===== src/rtl/audvid_pkg.sv =====
// Shared constants for the AudVid I2S receive path.
// Latency: n/a (package only).
// Backpressure: n/a (package only).
package audvid_pkg;

  // Bits kept per channel and default per-slot bit counter width
  localparam int SAMPLE_W_DEF = 16;
  localparam int CNT_W_DEF    = 6;

  // Flops in each input synchronizer chain
  localparam int SYNC_DEPTH   = 2;

  // Channel encoding, matching the LRCLK level of each slot
  localparam logic CH_LEFT  = 1'b0;
  localparam logic CH_RIGHT = 1'b1;

endpackage


===== src/rtl/audvid_i2s_rx_if.sv =====
// SoC-side frame handshake of the I2S receiver (held L/R pair, VALID/READY, overrun pulse).
// Latency: n/a (wires only).
// Backpressure: consumer drives READY; producer holds the frame while VALID && !READY.
interface audvid_i2s_rx_if
  import audvid_pkg::*;
#(
  parameter int SAMPLE_W = SAMPLE_W_DEF
) ();

  logic [SAMPLE_W-1:0] L_DATA;
  logic [SAMPLE_W-1:0] R_DATA;
  logic                VALID;
  logic                READY;
  logic                OVR;

  modport master (output L_DATA, output R_DATA, output VALID, output OVR, input READY);
  modport slave  (input L_DATA, input R_DATA, input VALID, input OVR, output READY);

endinterface


===== src/rtl/audvid_sync.sv =====
// Single-bit multi-flop synchronizer for an asynchronous input, cleared to 0 on reset.
// Latency: SYNC_DEPTH clk_i cycles.
// Backpressure: none.
module audvid_sync
  import audvid_pkg::*;
(
  input  logic clk_i,
  input  logic rst_i,
  input  logic d_i,
  output logic q_o
);

  logic [SYNC_DEPTH-1:0] sync_q;

  // Shift the asynchronous input through the synchronizer chain
  always_ff @(posedge clk_i) begin
    if (rst_i) begin
      sync_q <= '0;
    end else begin
      sync_q <= {sync_q[SYNC_DEPTH-2:0], d_i};
    end
  end

  assign q_o = sync_q[SYNC_DEPTH-1];

endmodule


===== src/rtl/audvid_i2s_rx.sv =====
// I2S (Philips, one-bit delay) receiver: oversampled BCLK/LRCLK/SDATA, MSB-first deserialize, L/R pair hold.
// Latency: frame published 3 CLK edges after sync1 captures the BCLK rise carrying the right slot's last bit.
// Backpressure: one-deep holding register; a publish while VALID && !READY overwrites and pulses OVR.
module audvid_i2s_rx
  import audvid_pkg::*;
#(
  parameter int SAMPLE_W = SAMPLE_W_DEF,
  parameter int CNT_W    = CNT_W_DEF
) (
  input  logic CLK,
  input  logic RST,
  input  logic I2S_BCLK,
  input  logic I2S_LRCLK,
  input  logic I2S_SDATA,
  audvid_i2s_rx_if.master bus
);

  logic bclk_s;
  logic ws_s;
  logic sd_s;
  logic bclk_dly_q;
  logic bclk_rise;
  logic ws_edge;

  // Slot deserializer state
  logic                ws_prev_q;
  logic                synced_q;
  logic [CNT_W-1:0]    cnt_q;
  logic [CNT_W-1:0]    cnt_inc;
  logic [SAMPLE_W-1:0] shreg_q;
  logic [SAMPLE_W-1:0] word_w;

  // Completed-slot handoff to the pairing stage
  logic                cmt_vld_q;
  logic                cmt_ch_q;
  logic [SAMPLE_W-1:0] cmt_word_q;

  // Pairing / output holding stage
  logic [SAMPLE_W-1:0] l_hold_q, l_hold_d;
  logic                l_ok_q, l_ok_d;
  logic [SAMPLE_W-1:0] l_data_q, l_data_d;
  logic [SAMPLE_W-1:0] r_data_q, r_data_d;
  logic                valid_q, valid_d;
  logic                ovr_q, ovr_d;

  audvid_sync u_sync_bclk (.clk_i(CLK), .rst_i(RST), .d_i(I2S_BCLK),  .q_o(bclk_s));
  audvid_sync u_sync_ws   (.clk_i(CLK), .rst_i(RST), .d_i(I2S_LRCLK), .q_o(ws_s));
  audvid_sync u_sync_sd   (.clk_i(CLK), .rst_i(RST), .d_i(I2S_SDATA), .q_o(sd_s));

  // Delay the synchronized BCLK by one cycle for rising-edge detection
  always_ff @(posedge CLK) begin
    if (RST) begin
      bclk_dly_q <= 1'b0;
    end else begin
      bclk_dly_q <= bclk_s;
    end
  end

  assign bclk_rise = bclk_s & ~bclk_dly_q;
  assign ws_edge   = (ws_s != ws_prev_q);
  assign cnt_inc   = (cnt_q == {CNT_W{1'b1}}) ? cnt_q : cnt_q + 1'b1;

  // Current slot word with this edge's bit inserted; bits past SAMPLE_W are dropped
  always_comb begin
    word_w = shreg_q;
    for (int i = 0; i < SAMPLE_W; i++) begin
      if (int'(cnt_q) == SAMPLE_W - 1 - i) begin
        word_w[i] = sd_s;
      end
    end
  end

  // Deserialize on each BCLK rise; a WS change closes the old slot with its last bit
  always_ff @(posedge CLK) begin
    if (RST) begin
      ws_prev_q  <= 1'b0;
      synced_q   <= 1'b0;
      cnt_q      <= '0;
      shreg_q    <= '0;
      cmt_vld_q  <= 1'b0;
      cmt_ch_q   <= CH_LEFT;
      cmt_word_q <= '0;
    end else begin
      cmt_vld_q <= 1'b0;
      if (bclk_rise) begin
        if (ws_edge) begin
          // The first edge after reset only aligns to the slot boundary
          cmt_vld_q  <= synced_q;
          cmt_ch_q   <= ws_prev_q;
          cmt_word_q <= word_w;
          synced_q   <= 1'b1;
          cnt_q      <= '0;
          shreg_q    <= '0;
          ws_prev_q  <= ws_s;
        end else begin
          shreg_q <= word_w;
          cnt_q   <= cnt_inc;
        end
      end
    end
  end

  // Pair a left word with the following right word and manage the holding register
  always_comb begin
    l_hold_d = l_hold_q;
    l_ok_d   = l_ok_q;
    l_data_d = l_data_q;
    r_data_d = r_data_q;
    valid_d  = valid_q & ~bus.READY;
    ovr_d    = 1'b0;
    if (cmt_vld_q) begin
      if (cmt_ch_q == CH_LEFT) begin
        l_hold_d = cmt_word_q;
        l_ok_d   = 1'b1;
      end else begin
        // A right word without a preceding left word is discarded
        l_ok_d = 1'b0;
        if (l_ok_q) begin
          l_data_d = l_hold_q;
          r_data_d = cmt_word_q;
          valid_d  = 1'b1;
          ovr_d    = valid_q & ~bus.READY;
        end
      end
    end
  end

  // Register the pairing stage
  always_ff @(posedge CLK) begin
    if (RST) begin
      l_hold_q <= '0;
      l_ok_q   <= 1'b0;
      l_data_q <= '0;
      r_data_q <= '0;
      valid_q  <= 1'b0;
      ovr_q    <= 1'b0;
    end else begin
      l_hold_q <= l_hold_d;
      l_ok_q   <= l_ok_d;
      l_data_q <= l_data_d;
      r_data_q <= r_data_d;
      valid_q  <= valid_d;
      ovr_q    <= ovr_d;
    end
  end

  assign bus.L_DATA = l_data_q;
  assign bus.R_DATA = r_data_q;
  assign bus.VALID  = valid_q;
  assign bus.OVR    = ovr_q;

endmodule


===== src/flat_wrapper.sv =====
// flat-port wrapper written by rule: the top's interface ports become plain ports
module audvid_i2s_rx_flat import audvid_pkg::*;
#(
  parameter int SAMPLE_W = SAMPLE_W_DEF,
  parameter int CNT_W    = CNT_W_DEF
)
  (CLK, RST, I2S_BCLK, I2S_LRCLK, I2S_SDATA, bus_L_DATA, bus_R_DATA, bus_VALID, bus_OVR, bus_READY);
  audvid_i2s_rx_if #(.SAMPLE_W(SAMPLE_W)) bus_i ();
  input  logic CLK;
  input  logic RST;
  input  logic I2S_BCLK;
  input  logic I2S_LRCLK;
  input  logic I2S_SDATA;
  output wire logic [$bits(bus_i.L_DATA)-1:0] bus_L_DATA;
  output wire logic [$bits(bus_i.R_DATA)-1:0] bus_R_DATA;
  output wire logic [$bits(bus_i.VALID)-1:0] bus_VALID;
  output wire logic [$bits(bus_i.OVR)-1:0] bus_OVR;
  input wire logic [$bits(bus_i.READY)-1:0] bus_READY;
  assign bus_L_DATA = bus_i.L_DATA;
  assign bus_R_DATA = bus_i.R_DATA;
  assign bus_VALID = bus_i.VALID;
  assign bus_OVR = bus_i.OVR;
  assign bus_i.READY = bus_READY;
  audvid_i2s_rx #(.SAMPLE_W(SAMPLE_W), .CNT_W(CNT_W)) u_core (.CLK(CLK), .RST(RST), .I2S_BCLK(I2S_BCLK), .I2S_LRCLK(I2S_LRCLK), .I2S_SDATA(I2S_SDATA), .bus(bus_i));
endmodule

===== config.mk =====
export PLATFORM = sky130hd
export DESIGN_NAME = audvid_i2s_rx_flat
export DESIGN_NICKNAME = d
export VERILOG_FILES = /design/src/rtl/audvid_pkg.sv /design/src/rtl/audvid_i2s_rx_if.sv /design/src/rtl/audvid_sync.sv /design/src/rtl/audvid_i2s_rx.sv /design/src/flat_wrapper.sv
export SDC_FILE = /design/constraint.sdc
export NUM_CORES = 1
export LEC_CHECK = 0
export BUFFER_PORTS_ARGS = -buffer_cell sky130_fd_sc_hd__buf_2
export CORE_MARGIN = 1
export CORE_UTILIZATION = 32
export CTS_CLUSTER_DIAMETER = 150
export DETAILED_ROUTE_END_ITERATION = 8
export GPL_TIMING_DRIVEN = 0
export SYNTH_ARGS = -nofsm -noshare
export SYNTH_HDL_FRONTEND = slang
export SYNTH_HIERARCHICAL = 1
export SYNTH_SLANG_ARGS = --single-unit

===== constraint.sdc =====
create_clock -name CLK -period 2 [get_ports CLK]
set_input_delay 0.2 -clock CLK [delete_from_list [all_inputs] [get_ports CLK]]
set_output_delay 0.2 -clock CLK [all_outputs]
set_load 0.05 [all_outputs]

==> run_results.csv <==
group,metric,value,unit
outcome,outcome,"completed",
synth,avgSynthCellArea,8.60,µm²
synth,ys_ff_latch,100,
timing,finalCritPeriodShare,0.894,
cts,cts_root_buf,"clkbuf_16",
cts,clk_pin_slew,0.07,ns
drt,via_per_inst,5.22,
synth,synthDistinctLibCells,48,
place,dpl.hpwl,8160,µm
cts,cts_resized,0,
die,die_w,119,µm
job,cap_violations,0,
timing,setup-violations-final,0,
synth,syn-cell-area,4400,µm²
drt,ant_nets,0,
drt,remaining_drc_errors,0,
grt,grt_usage,0.161,
grt,grt_max_degree,18,
worst_setup_path,start_kind,"flop",
timing,grt_setup_unrepaired,"false",
worst_setup_path,cp.arrival,2.01,ns
grt,antenna_found_initial,0,
worst_setup_path,path_cells,"ha_1, inv_1, clkbuf_1, a211oi_1, a211oi_2",
finish,synthToLayoutAreaGrowth,17.4,%
power_and_ir_drop,seq_power_share,0.467,
grt,grt_pass1_wl,18300,µm
place,portBuffers,39,
worst_setup_path,max_stage_delay,0.44,ns
die,die_y,119,µm
timing,skew,0.00846,ns
finish,nets,570,
timing,setup_tns,0,ns
finish,drive_gt1_frac,0.173,
timing,finalHoldViolations,0,
worst_setup_path,crit_type,"flop to flop",
grt,grt_overflow,0,
synth,ys_seq_area_frac,0.455,
timing,worstMarginPinSlew,0.838,ns
cts,clockBufferDepth,2,
worst_setup_path,cp.required,2.22,ns
power_and_ir_drop,p_clk_frac,0.470,
die,fp.coreArea,13300,µm²
cts,cts_sinks,100,
power_and_ir_drop,p_int,3340,µW
power_and_ir_drop,power,4340,µW
synth,synth_cells,511,
synth,synthArstFlopShare,0,
worst_setup_path,path_buf_inv,2,
worst_setup_path,cp_slowest_cell,"ha_1",
timing,min_period,1.79,ns
die,start_util,0.331,
power_and_ir_drop,ir_drop,0.000354,V
die,rows,42,
die,io-pin-count,40,
grt,first_global_vias,3704,
cts,cts_tree,"done",
synth,synthTopCellsByArea,"dfxtp_1 46%, nand2_1 8.6%, o2111ai_1 6.6%",
drt,avgRoutedWirePerCell,15.1,µm
worst_setup_path,critPathTopFamily,"adder cells",
drt,num_vias,3866,
timing,slew_headroom,0.437,
worst_setup_path,crit_fanout,10,
cts,cts_setup_buffers,0,
synth,synth_fp_nets,521,
synth,ys_warn_count,6,
power_and_ir_drop,p_sw,997,µW
cts,cts_max_level,3,
power_and_ir_drop,power.leakage,0.00185,µW
place,gp_congestion,0.862,
power_and_ir_drop,swShare,0.230,
drt,drt_iter0_drc,405,
finish,layout_common_cells,"101 x nand2_1, 100 x dfxtp_1, 60 x buf_2",
drt,drt-pass1-iter-count,5,
synth,synth_edf_count,0,
cts,hold_buffers,0,
drt,wirelength,11200,µm
cts,clock_latency,0.34,ns
timing,setup_ws,0.212,ns
place,place_ws,0.0932,ns
synth,netlist.area_leader.share,0.455,
synth,synth_area_leader_cell,"dfxtp_1",
hold_path,hold_path_class,"input pin to flop",
finish,final_common_cell,"nand2_1",
timing,slew_viol_final,0,
power_and_ir_drop,combPwrFrac,0.063,
cts,numCtsBuffers,9,
die,dieArea,14200,µm²
timing,fmax,0.559,GHz
worst_setup_path,endpoint_kind,"flop",
synth,synth_top_flop_cell,"dfxtp_1",
power_and_ir_drop,powerDensity,841,nW/µm²
finish,antenna_cells,0,
## stage by stage
| step | util | cell area (µm²) | hold WS (ns) | instances |
|---|---|---|---|---|
| 6_report | 0.388 | 5160 | 0.0636 | 741 |
| 3_3_place_gp | 0.362 | 4810 | 0.419 | 726 |
| 3_5_place_dp | 0.362 | 4810 | 0.417 | 726 |
| 4_1_cts | 0.389 | 5170 | 0.0593 | 742 |
| 5_1_grt | 0.388 | 5160 | 0.0641 | 741 |
| 2_1_floorplan | - | 4400 | 0.272 | 511 |
## cell type report
| class | count | area [µm²] |
|---|---|---|
| clock buffer | 10 | 239 |
| fill | 1357 | 8130 |
| timing repair buffer | 39 | 195 |
| multi-input combinational | 338 | 2050 |
| sequential | 100 | 2000 |
| buffer | 49 | 249 |
| inverter | 23 | 86.3 |
| clock inverter | 6 | 116 |
| tap | 176 | 220 |
## cells in the mapped netlist, types with 2 or more instances
cell,count
and3_1,2
ha_1,4
buf_6,2
buf_4,3
clkbuf_1,21
o21ai_0,4
nand4_1,34
nor3_1,2
nor2b_1,12
nand3b_1,18
o211ai_1,10
nand2b_1,3
o311ai_0,2
nor2_1,4
nand3_1,18
inv_1,23
or4b_1,2
nand2_1,101
dfxtp_1,100
a21oi_1,53
a211oi_1,3
o211ai_2,7
a211oi_2,2
and2_1,5
buf_2,21
o2111ai_1,33
## kinds of logic (layout without fill, tap and decap cells)
kind of cell	after synthesis	after routing	synth area share
xor+xnor	2	2	0.00569
compound gates	118	118	0.190
fa+ha+maj	4	4	0.0114
simple gates	213	213	0.258
flops	100	100	0.455
mux	1	1	0.00228
buf+inv	73	127	0.0771
## per-layer routing
metal	global-route usage	part of all wire	vias up
met5	0	0	-
met4	0.0467	0.012	0
met1	0.201	0.45	1814
met2	0.280	0.48	112
met3	0.0307	0.058	13
li1	-	-	1927
## power groups by stage
stage | registers, µW | clock network (µW) | logic, µW
floorplan | 2070 | 0 | 172
global placement | 2070 | 0 | 263
detailed placement | 2070 | 0 | 266
CTS | 2030 | 2080 | 268
global route | 2030 | 2170 | 292
finish | 2030 | 2040 | 273
## registers in the layout (all words and copies together) (netlist names), 2 cells and up
| register | count |
|---|---|
| u_core/bus.L_DATA | 16 |
| u_core/shreg_q | 16 |
| u_core/cmt_word_q | 16 |
| u_core/cnt_q | 6 |
| u_core/u_sync_ws/sync_q | 2 |
| u_core/bus.R_DATA | 16 |
| u_core/u_sync_sd/sync_q | 2 |
| u_core/u_sync_bclk/sync_q | 2 |
| u_core/l_hold_q | 16 |
## path summary, 6_finish.rpt
check / from / end / slack, ns / cells past startpoint
max: u_core/cnt_q[0] / u_core/cnt_q[2] / 0.21 / 5
min: I2S_LRCLK / u_core/u_sync_ws/sync_q[0] / 0.06 / 2
max reg2reg: u_core/cnt_q[0] / u_core/cnt_q[2] / 0.21 / 5
min reg2reg: u_core/u_sync_bclk/sync_q[0] / u_core/u_sync_bclk/sync_q[1] / 0.44 / 1
Note: power is estimated with default switching activity, not from simulation.
